<file path="src/rtl/arb_pkg.sv">
// Shared types and helpers for the round-robin shared-register arbiter.
// Pure combinational functions only; no state and no latency of their own.
package arb_pkg;

    localparam int MAX_N  = 8;
    localparam int MAX_IW = 3;

    typedef enum logic {
        ST_IDLE = 1'b0,
        ST_HOLD = 1'b1
    } state_t;

    typedef struct packed {
        logic              vld;
        logic [MAX_IW-1:0] idx;
    } pick_t;

    function automatic logic [MAX_N-1:0] onehot(input logic [MAX_IW-1:0] idx);
        logic [MAX_N-1:0] v;
        v      = '0;
        v[idx] = 1'b1;
        return v;
    endfunction

    // Winner is the first set request at or after ptr, wrapping modulo n.
    function automatic pick_t rr_pick(input logic [MAX_N-1:0]  req,
                                      input logic [MAX_IW-1:0] ptr,
                                      input int                n);
        pick_t res;
        int    cand;
        res = '0;
        for (int i = 0; i < MAX_N; i++) begin
            cand = int'(ptr) + i;
            if (cand >= n) cand = cand - n;
            if (i < n && !res.vld && req[cand[MAX_IW-1:0]]) begin
                res.vld = 1'b1;
                res.idx = cand[MAX_IW-1:0];
            end
        end
        return res;
    endfunction

endpackage

</file>
<file path="src/rtl/rr_picker.sv">
// Combinational round-robin winner select; zero latency, no flow control.
module rr_picker
    import arb_pkg::*;
#(
    parameter  int N  = 4,
    localparam int IW = $clog2(N)
) (
    input  logic [N-1:0]  req_i,
    input  logic [IW-1:0] ptr_i,
    output logic [IW-1:0] winner_o,
    output logic          any_req_o
);

    pick_t pick;

    always_comb begin
        pick      = rr_pick(MAX_N'(req_i), MAX_IW'(ptr_i), N);
        winner_o  = IW'(pick.idx);
        any_req_o = pick.vld;
    end

endmodule

</file>
<file path="src/rtl/dff_share_arbiter.sv">
// Round-robin arbiter loading one winner's data into a shared register, then holding it HOLD_CYC cycles.
// Grant/Q appear one edge after REQ is sampled; REQ is ignored while holding, requesters simply wait.
module dff_share_arbiter
    import arb_pkg::*;
#(
    parameter  int N        = 4,
    parameter  int W        = 8,
    parameter  int HOLD_CYC = 2,
    localparam int IW       = $clog2(N)
) (
    input  logic          CLK,
    input  logic          RST_N,
    input  logic [N-1:0]  REQ,
    input  logic [N*W-1:0] DIN,
    input  logic          CLR,
    output logic [N-1:0]  GNT,
    output logic [W-1:0]  Q,
    output logic          Q_VALID,
    output logic [IW-1:0] OWNER,
    output logic          BUSY
);

    localparam int CW = (HOLD_CYC > 1) ? $clog2(HOLD_CYC) : 1;

    state_t        state_q, state_d;
    logic [CW-1:0] cnt_q, cnt_d;
    logic [IW-1:0] ptr_q, ptr_d;
    logic [N-1:0]  gnt_q, gnt_d;
    logic [W-1:0]  q_q, q_d;
    logic          qv_q, qv_d;
    logic [IW-1:0] owner_q, owner_d;
    logic          busy_q, busy_d;

    logic [IW-1:0] winner;
    logic          any_req;

    rr_picker #(.N(N)) u_picker (
        .req_i     (REQ),
        .ptr_i     (ptr_q),
        .winner_o  (winner),
        .any_req_o (any_req)
    );

    always_comb begin
        state_d = state_q;
        cnt_d   = cnt_q;
        ptr_d   = ptr_q;
        gnt_d   = '0;
        q_d     = q_q;
        qv_d    = qv_q;
        owner_d = owner_q;
        busy_d  = busy_q;

        // Clear wins over a grant in the same cycle and leaves the pointer alone.
        if (CLR) begin
            q_d     = '0;
            qv_d    = 1'b0;
            state_d = ST_IDLE;
            busy_d  = 1'b0;
            cnt_d   = '0;
        end else begin
            case (state_q)
                ST_IDLE: begin
                    if (any_req) begin
                        gnt_d   = N'(onehot(MAX_IW'(winner)));
                        q_d     = DIN[int'(winner)*W +: W];
                        qv_d    = 1'b1;
                        owner_d = winner;
                        ptr_d   = (int'(winner) == N-1) ? '0 : winner + 1'b1;
                        cnt_d   = CW'(HOLD_CYC-1);
                        state_d = ST_HOLD;
                        busy_d  = 1'b1;
                    end
                end
                ST_HOLD: begin
                    if (cnt_q == '0) begin
                        state_d = ST_IDLE;
                        busy_d  = 1'b0;
                    end else begin
                        cnt_d = cnt_q - 1'b1;
                    end
                end
                default: state_d = ST_IDLE;
            endcase
        end
    end

    always_ff @(posedge CLK) begin
        if (!RST_N) begin
            state_q <= ST_IDLE;
            cnt_q   <= '0;
            ptr_q   <= '0;
            gnt_q   <= '0;
            q_q     <= '0;
            qv_q    <= 1'b0;
            owner_q <= '0;
            busy_q  <= 1'b0;
        end else begin
            state_q <= state_d;
            cnt_q   <= cnt_d;
            ptr_q   <= ptr_d;
            gnt_q   <= gnt_d;
            q_q     <= q_d;
            qv_q    <= qv_d;
            owner_q <= owner_d;
            busy_q  <= busy_d;
        end
    end

    assign GNT     = gnt_q;
    assign Q       = q_q;
    assign Q_VALID = qv_q;
    assign OWNER   = owner_q;
    assign BUSY    = busy_q;

endmodule

</file>
<file path="config.mk">
export PLATFORM = sky130hd
export DESIGN_NAME = dff_share_arbiter
export DESIGN_NICKNAME = d
export VERILOG_FILES = /design/src/rtl/arb_pkg.sv /design/src/rtl/rr_picker.sv /design/src/rtl/dff_share_arbiter.sv
export SDC_FILE = /design/constraint.sdc
export NUM_CORES = 1
export LEC_CHECK = 0
export CAP_MARGIN = 20
export CORE_MARGIN = 1.5
export CORE_UTILIZATION = 30
export DETAILED_ROUTE_END_ITERATION = 8
export PLACE_DENSITY_LB_ADDON = 0.05
export SLEW_MARGIN = 15
export SYNTH_ARGS = -nofsm -noshare
export SYNTH_HDL_FRONTEND = slang
export SYNTH_HIERARCHICAL = 1
export SYNTH_SLANG_ARGS = --single-unit
</file>
<file path="constraint.sdc">
create_clock -name CLK -period 3.51 [get_ports CLK]
set_input_delay 0.702 -clock CLK [delete_from_list [all_inputs] [get_ports CLK]]
set_output_delay 0.702 -clock CLK [all_outputs]
set_load 0.03 [all_outputs]
</file>
# == Word-level counts from Yosys, hierarchy flattened ==
# Index checks and enable logic that the tools add are counted.
# totals
reg_bits,20
inputBits,39
out_inout_bits,16
# op_classes
n_addsub,9
order_cmp,10
n_eq_ne,3
shifts,1
n_mux,27
bitwise,4
n_reduce_logical,12
# op_table
operator,n
$ge 32x4->1 const B,3
$shiftx 32x6->8,1
$lt 3x4->1 const B,4
$mux 4,4
$bmux 1 s3,4
$mux 3,4
$mux 1,10
$sub 3x3->3 const B,3
$add 2x2->3 const B,2
$pmux 1 s2,3
$logic_and 1x1->1,4
$lt 2x4->1 const B,1
$not 1->1,4
$reduce_and 2->1,2
$reduce_or 4->1,1
$add 2x1->3 const B,1
$ge 2x3->1 const B,1
$logic_not 1->1,3
$reduce_and 3->1,1
$sub 2x3->3 const B,1
$add 2x1->2 const B,1
$demux 1 s2,1
$eq 2x1->1 const B,1
$ge 2x1->1 const B,1
5 further kinds,5

# == Logic depth before layout (Yosys ltp) ==
# Gate-level depths: netlist (run 1).
# logic_depth
word_depth,18
mapped_depth,8

# == Modules after synthesis ==
# Netlist (run 1), hierarchy kept.
# by_module_without_submodules
module,n_inst,cells_per_inst,area_each_um2
dff_share_arbiter,1,92,943.4
rr_picker,1,12,73.8

# == Least setup slack after synthesis (run 1) ==
# OpenSTA, ideal clock, no wires.
# synth_path
path_kind,input to register
from,input REQ[2]
to,register q_q[0] (netlist: Q[0])
setup_time_ns,0.132
t_arrival_ns,2.210
required_ns,3.378
slack_ns,1.168
cell_stages,7
path_cell_list,mux2i_1 > nor2_1 > a311oi_1 > buf_6 > mux4_2 > nand2_1 > a21oi_1
# synth_via
elab_chain_len,13
word_cells_on_any_way,20
classes_between,1 x shift; 12 x mux; 7 x reduce/logical
# synth_lines
element,line,text
start: declaration,dff_share_arbiter.sv:13,"input logic [N-1:0] REQ,"
$bmux 1 s3,arb_pkg.sv:35,if (i < n && !res.vld && req[cand[MAX_IW-1:0]]) begin
$mux 1 (not written as such),arb_pkg.sv:35,
$mux 4,arb_pkg.sv:35,
$logic_not 1->1,arb_pkg.sv:35,
$logic_and 1x1->1,arb_pkg.sv:35,
$mux 4,arb_pkg.sv:35,
$logic_not 1->1,arb_pkg.sv:35,
$logic_and 1x1->1,arb_pkg.sv:35,
$mux 4,arb_pkg.sv:35,
$logic_not 1->1,arb_pkg.sv:35,
$logic_and 1x1->1,arb_pkg.sv:35,
$mux 4 *,arb_pkg.sv:35,
named net winner[0],dff_share_arbiter.sv:34,logic [IW-1:0] winner;
$shiftx 32x6->8 *,dff_share_arbiter.sv:66,q_d = DIN[int'(winner)*W +: W];
end signal: assignment,dff_share_arbiter.sv:103,q_q <= q_d;
end: declaration,dff_share_arbiter.sv:29,"logic [W-1:0] q_q, q_d;"
# The timed path passes the listed nets; every way through them passes the cells marked *. The select of a mux whose other input is x is not followed.
# A chain may end at the register's enable or synchronous reset.

# == Final worst setup path (run 1) ==
# layout_path
from,input REQ[0]
to,register q_q[7] (netlist: Q[7])
# Same word-level chain as after synthesis.

==> impl_metrics.yaml, run 1 <==
floorplanning:
  dieHeight_um: 61.2
  core_area_mm2: 0.00313
  io_pins: 55
  start_util_pct: 32.5
  fp.dieW_um: 61.2
  num_rows: 20
  die_area_mm2: 0.00375
grt:
  overflow: 0
  first_global_vias: 888
  grt_max_degree: 15
  use_met1_pct: 15.4
  grt_busiest_layer: "met2"
  grtUsageMet3_pct: 3.36
  antenna_found_initial: 0
  use_met2_pct: 24.6
  grt_usage_pct: 13.9
  grt_pass1_wl_um: 3730
run_status:
  outcome: "completed"
timing:
  tightest_slew_ps: 901
  clock.fmax_mhz: 406
  fin_skew_ps: 10.1
  finalCritPeriodShare_pct: 70.2
  hold_viol: 0
  worst_slack_ps: 1050
  slew_headroom_pct: 39.8
  rsz0062_at_grt: "false"
  drv_slew: 0
  timing.setup.tns_ps: 0
  setup_violations: 0
  finalCriticalPeriod_ps: 2460
  whs_ps: 460
synthesis:
  ys_ff_latch: 20
  syn-num-nets: 147
  syn_area_mm2: 0.00102
  synth_warnings: 6
  syn_avg_cell_area_um2: 9.78
  synthFlopType: "dfxtp_1"
  ys_types: 24
  netlist.area_leader.share_pct: 39.4
  seq_area_frac_synth_pct: 39.4
  synth-edff-count: 0
  synthTopCellsByCount: "dfxtp_1 (20), nand2_1 (20), a21oi_1 (12)"
  syn_inst: 104
  synthTopCellsByArea: "dfxtp_1 (39%), mux4_2 (15%), nand2_1 (7.4%)"
  synth_top_cell_by_area: "dfxtp_1"
  async_reset_ff_share_pct: 0
cells_and_area:
  area_growth_syn_to_layout_pct: 62.1
  nets: 202
  fillers: 291
  antenna_cells: 0
  design_area_mm2: 0.00165
  drive_gt1_share_pct: 9.49
worst_hold_path:
  worstHoldPathType: "flip-flop to flip-flop"
  hold_depth: 2
  hold_start: "Q[6]"
  holdPathEnd: "Q[6]"
placed_design:
  dp_slack_ps: 728
  dpl-instance-area_mm2: 0.00160
  dp_hpwl_um: 1850
  gp_congestion: 0.681
  portBuffers: 54
critical_path:
  timing.rr.end: "Q[7]"
  r2r_slack_ps: 1430
  cp_max_fo: 13
  endpoint_kind: "flip-flop"
  arrival_ps: 2640
  crit_required_ps: 3690
  r2r_cells: 7
  critPathLaunchType: "input port"
  critPathKind: "input port to flip-flop"
  reg2reg_from: "ptr_q[1]"
pwr:
  power_density_mw_per_mm2: 380
  combPwrFrac_pct: 29.8
  vdd_drop_max_v: 0.000171
  clockPowerShare_pct: 30.1
  internal_power_uw: 462
  power_uw: 627
  switching_share_pct: 26.3
  cellLeakagePower_uw: 0.000634
  power.switching_uw: 165
  seq_power_share_pct: 40.1
clock_network:
  postCtsSetupBuffers: 0
  cts-root-buf: "clkbuf_4"
  h-tree-depth: 1
  cts.reportedPaths.clkPinSlew_ps: 120
  cts.sinks: 20
  cts_made_buffers: 3
  cts_tree: "built"
  cts_resized: 0
  clk_latency_ps: 300
  hold_buffers: 0
  clk_path_buf_depth: 2
routing:
  first_iter_violations: 28
  drt-total-wl_um: 2410
  drt.antenna.violating_nets: 0
  dr_total_vias: 923
  drc: 0
  wl_per_cell_um: 11.9
  dr.pass1.iters: 4
  viasPerCell: 4.57
job:
  cap_violations: 0
-- power by group through the flow --
| stage | clock network [uW] | logic [uW] | registers (uW) |
|---|---|---|---|
| 2_1_floorplan | 0 | 86.9 | 278 |
| 3_3_place_gp | 0 | 186 | 256 |
| 3_5_place_dp | 0 | 188 | 257 |
| 4_1_cts | 195 | 189 | 252 |
| 5_1_grt | 207 | 203 | 254 |
| 6_report | 189 | 187 | 251 |
-- cell type report --
cell class	instances	area, um^2	share of cell area, %
Inverter	5	18.8	1.14
Multi-Input combinational cell	74	574	34.8
Tap cell	44	55.1	3.34
Clock inverter	1	30.0	1.82
Timing Repair Buffer	55	548	33.2
Sequential cell	20	400	24.3
Clock buffer	3	22.5	1.37
-- worst max path at each step --
stage                       from    to  slack (ps)  cells past startpoint
after detailed placement  REQ[0]  Q[7]         730                      8
final                     REQ[0]  Q[7]        1050                      8
after CTS                 REQ[0]  Q[7]        1060                      8
after global placement    REQ[0]  Q[7]         790                      8
after floorplan           REQ[2]  Q[0]        1170                      7
after global routing      REQ[0]  Q[7]         910                      8
-- registers in the layout, indices dropped and copies added (netlist names) --
| name | flops |
|---|---|
| OWNER | 2 |
| state_q | 1 |
| GNT | 4 |
| BUSY | 1 |
| Q | 8 |
| cnt_q | 1 |
| Q_VALID | 1 |
| ptr_q | 2 |
-- layout by cell type, fill, tap and decap left out --
cell / netlist / layout
a21boi_0: 3 / 3
a21oi_1: 12 / 12
a311oi_2: 0 / 1
and3_1: 4 / 4
buf_4: 0 / 1
bufinv_16: 0 / 1
clkbuf_4: 0 / 3
clkdlybuf4s50_1: 0 / 54
dfxtp_1: 20 / 20
ha_1: 4 / 4
inv_1: 5 / 5
mux2i_1: 2 / 2
mux4_1: 1 / 1
mux4_2: 7 / 7
nand2_1: 20 / 20
nand2b_1: 3 / 3
nor2_1: 5 / 5
nor2b_1: 3 / 3
nor3_1: 1 / 1
nor3b_2: 1 / 1
o21ai_0: 3 / 3
o21ai_1: 1 / 1
o221a_2: 1 / 1
o2bb2a_1: 1 / 1
or4_1: 1 / 1
-- per-stage QoR --
stage,instances,util (%)
2_1_floorplan,104,-
3_3_place_gp,198,51.0
3_5_place_dp,198,51.0
4_1_cts,202,52.7
5_1_grt,202,52.7
6_report,202,52.7
-- routing by layer --
metal	share of wire (%)	vias up
met3	6.4	2
met1	42	411
met5	0	-
met4	1.1	0
met2	51	32
li1	-	478
-- logic make-up after synthesis --
kind of cell	after synthesis	synth area share, %
fa+ha+maj	4	4.92
flops	20	39.4
buf+inv	10	4.80
compound gates	22	13.0
mux	10	20.0
simple gates	38	17.8
-- worst max-delay path, stage by stage --
cell and delay [ps]:
clkdlybuf4s50_1 490, mux2i_1 160, nor2_1 80, a311oi_2 230, buf_4 270, mux4_1 570
nand2_1 80, a21oi_1 60
Note: power is estimated with default switching activity, not from simulation.
==> run 2, diff against run 1 <==
Clock period 3.51 ns to 2 ns, I/O delays scaled along.
==> run 2 against run 1 <==
Against the previous run:
- largest cell class is now non-clock buffers
- cell count is 6.4% higher
- critical path type is now flip-flop to flip-flop
- highest routed layer unchanged
- flip-flop and latch count did not move
- utilization is 3.4 points higher
==> impl_metrics.yaml, run 2 (synthesis results as in run 1) <==
clock_network:
  clk_path_buf_depth: 2
  cts_tree: "built"
  cts.sinks: 20
  cts.reportedPaths.clkPinSlew_ps: 120
  postCtsSetupBuffers: 0
  clk_latency_ps: 300
  cts-root-buf: "clkbuf_4"
  h-tree-depth: 1
  cts_made_buffers: 3
routing:
  wl_per_cell_um: 12.4
  drt.antenna.violating_nets: 0
  dr.pass1.iters: 4
  viasPerCell: 4.70
  first_iter_violations: 23
  drt-total-wl_um: 2670
  dr_total_vias: 1011
  drc: 0
pwr:
  combPwrFrac_pct: 35.6
  cellLeakagePower_uw: 0.000705
  vdd_drop_max_v: 0.000210
  internal_power_uw: 754
  switching_share_pct: 28.9
  seq_power_share_pct: 41.6
  clockPowerShare_pct: 22.8
  power.switching_uw: 307
  power_uw: 1060
  power_density_mw_per_mm2: 604
timing:
  worst_slack_ps: 57.4
  clock.fmax_mhz: 515
  fin_skew_ps: 1.42
  finalCriticalPeriod_ps: 1940
  rsz0062_at_grt: "true"
  finalCritPeriodShare_pct: 97.1
  hold_viol: 0
  slew_headroom_pct: 69.5
  tightest_slew_ps: 458
  drv_slew: 0
  setup_violations: 0
placed_design:
  portBuffers: 54
  dp_slack_ps: -421
  dpl-instance-area_mm2: 0.00169
  gp_congestion: 0.765
  dp_hpwl_um: 2080
  placed_cells_incl_taps: 210
cells_and_area:
  drive_gt1_share_pct: 21.1
  instances_no_fill: 215
  antenna_cells: 0
  fin_util_pct: 56.1
  area_growth_syn_to_layout_pct: 72.6
  nets: 215
  design_area_mm2: 0.00176
  largest_register_ffs: 8
  final_cell_mix: "clkdlybuf4s50_1 (51), dfxtp_1 (19), nand2_1 (17)"
  fillers: 291
  mostFrequentLayoutCell: "clkdlybuf4s50_1"
floorplanning:
  dieHeight_um: 61.2
  start_util_pct: 32.5
  die_area_mm2: 0.00375
  fp.dieW_um: 61.2
  io_pins: 55
  core_area_mm2: 0.00313
  num_rows: 20
worst_hold_path:
  hold_start: "Q[2]"
  hold_depth: 2
  holdPathEnd: "Q[2]"
  worstHoldPathType: "flip-flop to flip-flop"
critical_path:
  timing.rr.end: "Q[5]"
  r2r_slack_ps: 60
  critPathKind: "flip-flop to flip-flop"
  cp_max_fo: 4
  crit_required_ps: 2180
  critPathLaunchType: "flip-flop"
  arrival_ps: 2130
  r2r_cells: 7
  reg2reg_from: "ptr_q[1]"
  endpoint_kind: "flip-flop"
grt:
  first_global_vias: 875
  antenna_found_initial: 0
  grt_max_degree: 12
  grt_usage_pct: 14.9
  grt_pass1_wl_um: 4000
  overflow: 0
job:
  cap_violations: 0
run_status:
  outcome: "completed"
==> run 2: changes by cell type in the layout (fill, tap and decap cells not counted), sizes merged <==
cell / delta
buf: +13
bufinv: -1
clkbuf: +1
clkdlybuf4s50: -3
dlygate4sd2: +2
dlymetal6s2s: +1
==> run 2: area by class of cell <==
cell class	count	area, um^2	share of cell area, %
Clock buffer	4	36.3	2.07
Inverter	5	18.8	1.07
Multi-Input combinational cell	74	588	33.5
Sequential cell	20	404	23.0
Tap cell	44	55.1	3.14
Timing Repair Buffer	68	653	37.2
==> run 2: worst max-delay path by stage <==
stage	from	endpoint	slack, ps	cells past startpoint
after global placement	REQ[2]	Q[7]	-360	8
after floorplan	ptr_q[1]	Q[0]	40	7
after CTS	REQ[0]	ptr_q[1]	9	10
after global routing	ptr_q[1]	Q[5]	-30	7
after detailed placement	REQ[2]	Q[7]	-420	8
final	ptr_q[1]	Q[5]	60	7
==> run 2: critical path, stage by stage (launching register included) <==
cell and delay (ps):
dfxtp_4 390, mux2i_1 200, nor2_1 70, a311oi_2 330
buf_4 220, mux4_2 500, nand2_1 70, a21oi_1 50
==> run 2: power by group through the flow <==
stage | Sequential, uW | Clock [uW] | Combinational [uW]
final | 442 | 241 | 378
after global routing | 445 | 271 | 408
after CTS | 441 | 249 | 372
after detailed placement | 450 | 0 | 362
after global placement | 449 | 0 | 356
after floorplan | 488 | 0 | 155
==> run 2: per-layer routing <==
layer  track usage (%)  vias up  share of wire (%)
met3              3.36        2                5.6
met2              24.8       34                 51
met4              6.52        0                1.0
li1                  -      500                  -
met1              18.5      475                 42
met5                 0        -                  0
==> run 2: timing repair <==
item	4_1_cts	5_1_grt
gates resized for setup	5	11
gates cloned	1	0
hold buffers	0	0
pin swaps	1	9
endpoints found under the setup margin	9	11
==> run 2: metrics by stage <==
step	hold WS (ps)	setup TNS, ps
after floorplan	450	0
after global placement	442	-4650
after detailed placement	448	-5180
after CTS	465	0
after global routing	482	-155
final	461	0
